$ cat config.mk
export PLATFORM = sky130hd
export DESIGN_NAME = spi_prog_loader_flat
export DESIGN_NICKNAME = d
export VERILOG_FILES = /design/src/rtl/spi_prog_loader_if.sv /design/src/rtl/spi_prog_loader.sv /design/src/flat_wrapper.sv
export SDC_FILE = /design/constraint.sdc
export NUM_CORES = 1
export LEC_CHECK = 0
export ABC_CLOCK_PERIOD_IN_PS = 2400
export CAP_MARGIN = 40
export CORE_MARGIN = 2
export CORE_UTILIZATION = 40
export DETAILED_ROUTE_END_ITERATION = 12
export GPL_TIMING_DRIVEN = 0
export MAX_ROUTING_LAYER = met4
export SYNTH_ARGS = -nofsm -noshare
export SYNTH_HDL_FRONTEND = slang
export SYNTH_SLANG_ARGS = --single-unit
$ cat constraint.sdc
create_clock -name clk -period 2.4 [get_ports clk]
set_clock_uncertainty 0.1 [all_clocks]
set_input_delay 0.36 -clock clk [delete_from_list [all_inputs] [get_ports clk]]
set_output_delay 0.36 -clock clk [all_outputs]
set_load 0.005 [all_outputs]
$ cat src/rtl/spi_prog_loader_if.sv
// Command handshake between a host controller and spi_prog_loader.
// The master presents one command at a time; the slave raises cmd_ready only when idle.
interface spi_prog_loader_if;
    logic       cmd_valid;
    logic       cmd_ready;
    logic [1:0] cmd_op;
    logic [3:0] cmd_addr;
    logic [7:0] cmd_data;

    modport master (
        output cmd_valid,
        output cmd_op,
        output cmd_addr,
        output cmd_data,
        input  cmd_ready
    );

    modport slave (
        input  cmd_valid,
        input  cmd_op,
        input  cmd_addr,
        input  cmd_data,
        output cmd_ready
    );
endinterface

$ cat src/rtl/spi_prog_loader.sv
// Host-side loader for the tiny processor: serializes cache writes into 12-bit LSB-first
// frames and drives run mode until the processor reports done or a timeout expires.
module spi_prog_loader #(
    parameter int unsigned GAP_CYCLES  = 2,
    parameter int unsigned RUN_GUARD   = 2,
    parameter int unsigned RUN_TIMEOUT = 255,
    parameter int unsigned TO_W        = 8
) (
    input  logic                clk,
    input  logic                rst_n,
    spi_prog_loader_if.slave    cmd,
    input  logic                done_in,
    output logic [1:0]          mode_o,
    output logic                mosi_o,
    output logic                busy_o,
    output logic                run_done_o,
    output logic                timeout_o
);

    localparam int unsigned GapEff   = (GAP_CYCLES < 1) ? 1 : GAP_CYCLES;
    localparam int unsigned GuardEff = (RUN_GUARD < 1) ? 1 : RUN_GUARD;
    localparam int unsigned CntMax   = (GapEff > GuardEff) ?
                                       ((GapEff > 12) ? GapEff : 12) :
                                       ((GuardEff > 12) ? GuardEff : 12);
    localparam int unsigned CntW     = $clog2(CntMax);

    typedef enum logic [2:0] {
        StIdle,
        StShift,
        StGap,
        StRunGuard,
        StRunWait
    } state_e;

    state_e            state_q, state_d;
    logic [CntW-1:0]   cnt_q, cnt_d;
    logic [TO_W-1:0]   to_q, to_d;
    logic [11:0]       frame_q, frame_d;
    logic [1:0]        op_q, op_d;
    logic              run_done_q, run_done_d;
    logic              timeout_q, timeout_d;

    always_ff @(posedge clk or negedge rst_n) begin
        if (!rst_n) begin
            state_q    <= StIdle;
            cnt_q      <= '0;
            to_q       <= '0;
            frame_q    <= '0;
            op_q       <= '0;
            run_done_q <= 1'b0;
            timeout_q  <= 1'b0;
        end else begin
            state_q    <= state_d;
            cnt_q      <= cnt_d;
            to_q       <= to_d;
            frame_q    <= frame_d;
            op_q       <= op_d;
            run_done_q <= run_done_d;
            timeout_q  <= timeout_d;
        end
    end

    always_comb begin
        state_d    = state_q;
        cnt_d      = cnt_q;
        to_d       = to_q;
        frame_d    = frame_q;
        op_d       = op_q;
        run_done_d = 1'b0;
        timeout_d  = 1'b0;
        unique case (state_q)
            StIdle: begin
                if (cmd.cmd_valid) begin
                    frame_d = {cmd.cmd_data, cmd.cmd_addr};
                    op_d    = cmd.cmd_op;
                    cnt_d   = '0;
                    to_d    = '0;
                    case (cmd.cmd_op)
                        2'b00, 2'b01: state_d = StShift;
                        2'b10:        state_d = StRunGuard;
                        default:      state_d = StIdle;
                    endcase
                end
            end
            StShift: begin
                if (cnt_q == CntW'(11)) begin
                    state_d = StGap;
                    cnt_d   = '0;
                end else begin
                    cnt_d = cnt_q + 1'b1;
                end
            end
            StGap: begin
                if (cnt_q == CntW'(GapEff - 1)) begin
                    state_d = StIdle;
                    cnt_d   = '0;
                end else begin
                    cnt_d = cnt_q + 1'b1;
                end
            end
            StRunGuard: begin
                if (cnt_q == CntW'(GuardEff - 1)) begin
                    state_d = StRunWait;
                    cnt_d   = '0;
                end else begin
                    cnt_d = cnt_q + 1'b1;
                end
            end
            StRunWait: begin
                // done has priority over a timeout landing in the same cycle
                if (done_in) begin
                    state_d    = StGap;
                    run_done_d = 1'b1;
                end else begin
                    to_d = to_q + 1'b1;
                    if ((RUN_TIMEOUT != 0) && (to_d == TO_W'(RUN_TIMEOUT))) begin
                        state_d   = StGap;
                        timeout_d = 1'b1;
                    end
                end
            end
            default: state_d = StIdle;
        endcase
    end

    always_comb begin
        cmd.cmd_ready = (state_q == StIdle);
        busy_o        = ~cmd.cmd_ready;
        mode_o        = 2'b00;
        mosi_o        = 1'b0;
        unique case (state_q)
            StShift: begin
                mode_o = (op_q == 2'b00) ? 2'b01 : 2'b10;
                mosi_o = frame_q[cnt_q[3:0]];
            end
            StRunGuard: mode_o = 2'b11;
            // Drop run in the same cycle done rises so the processor never restarts
            StRunWait:  mode_o = done_in ? 2'b00 : 2'b11;
            default:    mode_o = 2'b00;
        endcase
        run_done_o = run_done_q;
        timeout_o  = timeout_q;
    end

endmodule

$ cat src/flat_wrapper.sv
// flat-port wrapper written by rule: the top's interface ports become plain ports
module spi_prog_loader_flat 
#(
    parameter int unsigned GAP_CYCLES  = 2,
    parameter int unsigned RUN_GUARD   = 2,
    parameter int unsigned RUN_TIMEOUT = 255,
    parameter int unsigned TO_W        = 8
)
  (clk, rst_n, done_in, mode_o, mosi_o, busy_o, run_done_o, timeout_o, cmd_cmd_valid, cmd_cmd_op, cmd_cmd_addr, cmd_cmd_data, cmd_cmd_ready);
  spi_prog_loader_if cmd_i ();
  input  logic clk;
  input  logic rst_n;
  input  logic done_in;
  output logic [1:0] mode_o;
  output logic mosi_o;
  output logic busy_o;
  output logic run_done_o;
  output logic timeout_o;
  input wire logic [$bits(cmd_i.cmd_valid)-1:0] cmd_cmd_valid;
  input wire logic [$bits(cmd_i.cmd_op)-1:0] cmd_cmd_op;
  input wire logic [$bits(cmd_i.cmd_addr)-1:0] cmd_cmd_addr;
  input wire logic [$bits(cmd_i.cmd_data)-1:0] cmd_cmd_data;
  output wire logic [$bits(cmd_i.cmd_ready)-1:0] cmd_cmd_ready;
  assign cmd_i.cmd_valid = cmd_cmd_valid;
  assign cmd_i.cmd_op = cmd_cmd_op;
  assign cmd_i.cmd_addr = cmd_cmd_addr;
  assign cmd_i.cmd_data = cmd_cmd_data;
  assign cmd_cmd_ready = cmd_i.cmd_ready;
  spi_prog_loader #(.GAP_CYCLES(GAP_CYCLES), .RUN_GUARD(RUN_GUARD), .RUN_TIMEOUT(RUN_TIMEOUT), .TO_W(TO_W)) u_core (.clk(clk), .rst_n(rst_n), .cmd(cmd_i), .done_in(done_in), .mode_o(mode_o), .mosi_o(mosi_o), .busy_o(busy_o), .run_done_o(run_done_o), .timeout_o(timeout_o));
endmodule
==> impl_metrics.ini <==
[critical_path]
critical_path.endpoint_type = primary output
cpMaxStageDelayCell = sky130_fd_sc_hd__clkdlybuf4s50_1
crit_path_max_fanout = 10
crit_path_cell_trace = buf_2, or3_1, inv_1, clkdlybuf4s50_1
buffers_plus_inverters_on_the_worst_setup_path = 3
critical_path.top_delay_family = buffers and inverters
critPathRequiredTime_ps = 1940
worst-setup-path-type = flip-flop to primary output
worst_setup_path_start_kind = flip-flop
critPathArrivalTime_ps = 1860
worst_path_largest_cell_delay_ps = 490

[synthesis]
post_synth_xor_area_fraction = 0.0104
post_synth_mux_area_share = 0.134
synth_top_family_by_area = simple AND/OR/NAND/NOR gates
synth-seq-cells = 31
netlist-cell-type-count = 44
yosysWarningCount = 0
mappedNetlistArea_um2 = 1680
synth_fa_ha_area_frac = 0.0298
per_instance_average_area_after_synthesis_um2 = 11.1
synth_instances = 151
synth.yosys.seq_area_share = 0.462
syn-num-nets = 173
synth_compound_gate_area_share = 0.142
yosys.area_share.simple = 0.177

[global_route]
grt_first_pass_wirelength_mm = 6.00
number_of_antenna_violations_at_the_first_check_in_global_routing = 0
first_global_vias = 1274
grt_residual_overflow = 0
grt.total_usage = 0.183
grt_start_max_net_pins = 19

[timing]
finalHoldViolCount = 0
final.min_clock_period_ps = 2320
maxSlewHeadroom = 0.500
finalSetupViolations = 0
fmax_ghz = 0.431
worstMarginPinSlew_ps = 748
timing.final.crit_share = 0.966
rsz0062_at_grt = no
final.hold.worst_slack_ps = 392
finalMaxSlewViolations = 0

[routing]
drt.antenna.violating_nets = 0
initialDrtViolationCount = 81
drc_errors = 0
routedWlPerCell_um = 14.7
routed-via-count = 1315
drt-total-wl_mm = 3.48
vias_per_cell = 5.55
first_pass_detailed_route_iteration_total = 5

[finish]
syn_to_final_growth_pct = 26.7
nNetsFinal = 208
layout_common_cells = 31 x sky130_fd_sc_hd__dfrtp_1, 20 x sky130_fd_sc_hd__clkdlybuf4s50_1, 14 x sky130_fd_sc_hd__o21ai_0, 14 x sky130_fd_sc_hd__mux2_2, 10 x sky130_fd_sc_hd__nor2_1
layout.cells.most_common = sky130_fd_sc_hd__dfrtp_1
finalInstanceArea_um2 = 2130
final_layout_size_suffix_gt1_frac = 0.246
antenna-diode-count = 0

[clocking]
cts.sinks = 31
htreeDepth = 2
clock_latency_ps = 280
tritoncts_clock_tree = built
clock_tree.buffer_depth = 2
clkSlewWorstSetupHoldPaths_ps = 70
clock-root-buffer = sky130_fd_sc_hd__clkbuf_8
cts_buffers = 5

[die]
io_pins = 25
design.die.area_um2 = 4740
die_h_um = 68.8
std_cell_rows = 23
floorplan.initialDensity = 0.417
floorplan.core_area_um2 = 4030
dieWidth_um = 68.8

[run]
drv.max_cap_violation_count = 0

[pwr]
leakage_uw = 0.000917
pwr_density_cell_nw_per_um2 = 1090
vdd_drop_max_v = 0.000571

[placed_design]
routabilityCongestion = 0.825
dpl-instance-area_um2 = 2010
io_buffer_count = 24
dpl.hpwl_mm = 2.63

[run_status]
run_status = complete, no violations

[hold_path]
min_path_type = flip-flop to flip-flop
==> area by class of cell <==
class | instances | area (um2)
inverter | 5 | 18.8
timing repair buffer | 28 | 274
multi-input combinational | 106 | 835
sequential | 31 | 776
tap | 50 | 62.6
fill | 367 | 1900
clock buffer | 8 | 100
buffer | 9 | 62.6
==> registers in the layout (all words and copies together), names as in the netlist <==
| register | cells |
|---|---|
| u_core.run_done_o | 1 |
| u_core.cnt_q | 4 |
| u_core.frame_q | 12 |
| u_core.timeout_o | 1 |
| u_core.to_q | 8 |
| u_core.op_q | 2 |
| u_core.state_q | 3 |
==> where the power goes <==
group	total, uW	switching [uW]	internal, uW	leakage, uW
clock	452	191	261	0.0000515
sequential	832	129	703	0.000396
combinational	1040	455	589	0.000469
total	2330	774	1550	0.000917
==> routing by layer <==
metal / global-route usage / share of wire
met1: 0.214 / 0.44
met2: 0.303 / 0.50
met3: 0.0536 / 0.049
met4: 0.0588 / 0.014
met5: - / 0
==> final timing paths <==
check | startpoint | endpoint | slack (ps) | depth (start not counted)
max reg2reg | u_core.to_q[0]$_DFFE_PN0P_ | u_core.state_q[2]$_DFFE_PN0P_ | 440 | 5
max | u_core.state_q[1]$_DFFE_PN0P_ | cmd_cmd_ready | 80 | 4
min reg2reg | u_core.to_q[7]$_DFFE_PN0P_ | u_core.to_q[7]$_DFFE_PN0P_ | 390 | 1
max in group asynchronous | rst_n | u_core.run_done_o$_DFF_PN0_ | 1240 | 2
min in group asynchronous | rst_n | u_core.frame_q[5]$_DFFE_PN0P_ | 420 | 1
min | u_core.to_q[7]$_DFFE_PN0P_ | u_core.to_q[7]$_DFFE_PN0P_ | 390 | 1
==> metrics by stage <==
step,util,power (uW),std cells,setup TNS [ps],setup slack [ps]
floorplan,-,1530,151,0,499
global placement,0.492,1830,225,-663,-319
detailed placement,0.499,1870,226,-629,-301
CTS,0.530,2360,236,0,47.3
global route,0.528,2510,237,0,6.19
finish,0.528,2330,237,0,80.5
==> worst register-to-register path, delay by kind of cell (launching register included) <==
kind | cells | cell delay, ps
compound gates | 2 | 550
simple gates | 2 | 530
flops | 1 | 410
fa+ha+maj | 1 | 260
==> cell usage after synthesis <==
| cell | n | share of area |
|---|---|---|
| sky130_fd_sc_hd__nor3b_1 | 1 | 0.0045 |
| sky130_fd_sc_hd__xor2_1 | 1 | 0.0052 |
| sky130_fd_sc_hd__a22o_1 | 1 | 0.0052 |
| sky130_fd_sc_hd__nand2b_1 | 2 | 0.0074 |
| sky130_fd_sc_hd__or4b_1 | 1 | 0.0060 |
| sky130_fd_sc_hd__buf_6 | 2 | 0.013 |
| sky130_fd_sc_hd__and3_1 | 3 | 0.011 |
| sky130_fd_sc_hd__a211oi_1 | 2 | 0.0089 |
| sky130_fd_sc_hd__a21boi_0 | 1 | 0.0045 |
| sky130_fd_sc_hd__a22oi_1 | 1 | 0.0045 |
| sky130_fd_sc_hd__nand2_1 | 7 | 0.016 |
| sky130_fd_sc_hd__nor3_1 | 2 | 0.0060 |
| sky130_fd_sc_hd__nor2_1 | 10 | 0.022 |
| sky130_fd_sc_hd__or3_1 | 4 | 0.015 |
| sky130_fd_sc_hd__o21ai_1 | 1 | 0.0030 |
| sky130_fd_sc_hd__mux4_2 | 3 | 0.040 |
| sky130_fd_sc_hd__ha_1 | 4 | 0.030 |
| sky130_fd_sc_hd__or2b_1 | 1 | 0.0045 |
| sky130_fd_sc_hd__nand4_1 | 3 | 0.011 |
| sky130_fd_sc_hd__dfrtp_1 | 31 | 0.46 |
| sky130_fd_sc_hd__nor2b_1 | 2 | 0.0074 |
| sky130_fd_sc_hd__a21oi_1 | 3 | 0.0089 |
| sky130_fd_sc_hd__o22ai_1 | 3 | 0.011 |
| sky130_fd_sc_hd__o21ai_0 | 14 | 0.042 |
| sky130_fd_sc_hd__o41ai_2 | 1 | 0.0097 |
| sky130_fd_sc_hd__o311ai_0 | 2 | 0.010 |
| sky130_fd_sc_hd__a211o_1 | 1 | 0.0052 |
| sky130_fd_sc_hd__nand3_1 | 2 | 0.0060 |
| sky130_fd_sc_hd__and2_1 | 2 | 0.0074 |
| sky130_fd_sc_hd__clkbuf_2 | 1 | 0.0030 |
| sky130_fd_sc_hd__nor4b_4 | 2 | 0.028 |
| sky130_fd_sc_hd__a31oi_1 | 1 | 0.0037 |
| sky130_fd_sc_hd__and3b_1 | 2 | 0.010 |
| sky130_fd_sc_hd__or2_2 | 2 | 0.0074 |
| sky130_fd_sc_hd__a32o_1 | 1 | 0.0060 |
| sky130_fd_sc_hd__o22a_1 | 1 | 0.0052 |
| sky130_fd_sc_hd__xnor2_1 | 1 | 0.0052 |
| sky130_fd_sc_hd__inv_1 | 5 | 0.011 |
| sky130_fd_sc_hd__o31ai_1 | 2 | 0.0089 |
| sky130_fd_sc_hd__mux2_2 | 14 | 0.094 |
| sky130_fd_sc_hd__a41oi_1 | 1 | 0.0052 |
| sky130_fd_sc_hd__or3b_4 | 1 | 0.0067 |
| sky130_fd_sc_hd__buf_2 | 5 | 0.015 |
| sky130_fd_sc_hd__clkbuf_1 | 1 | 0.0022 |
==> kinds of logic after synthesis <==
kind of cell | Yosys count
flops | 31
xor+xnor | 2
fa+ha+maj | 4
compound gates | 36
buf+inv | 14
mux | 17
simple gates | 47
==> repair_timing <==
| item | 4_1_cts | 5_1_grt |
|---|---|---|
| hold buffers | 0 | 0 |
| gates resized for setup | 8 | 6 |
| endpoints found under the hold margin | 0 | 0 |
| endpoints found under the setup margin | 3 | 4 |
| setup buffers | 2 | 1 |
(Power assumes the default switching activity.)
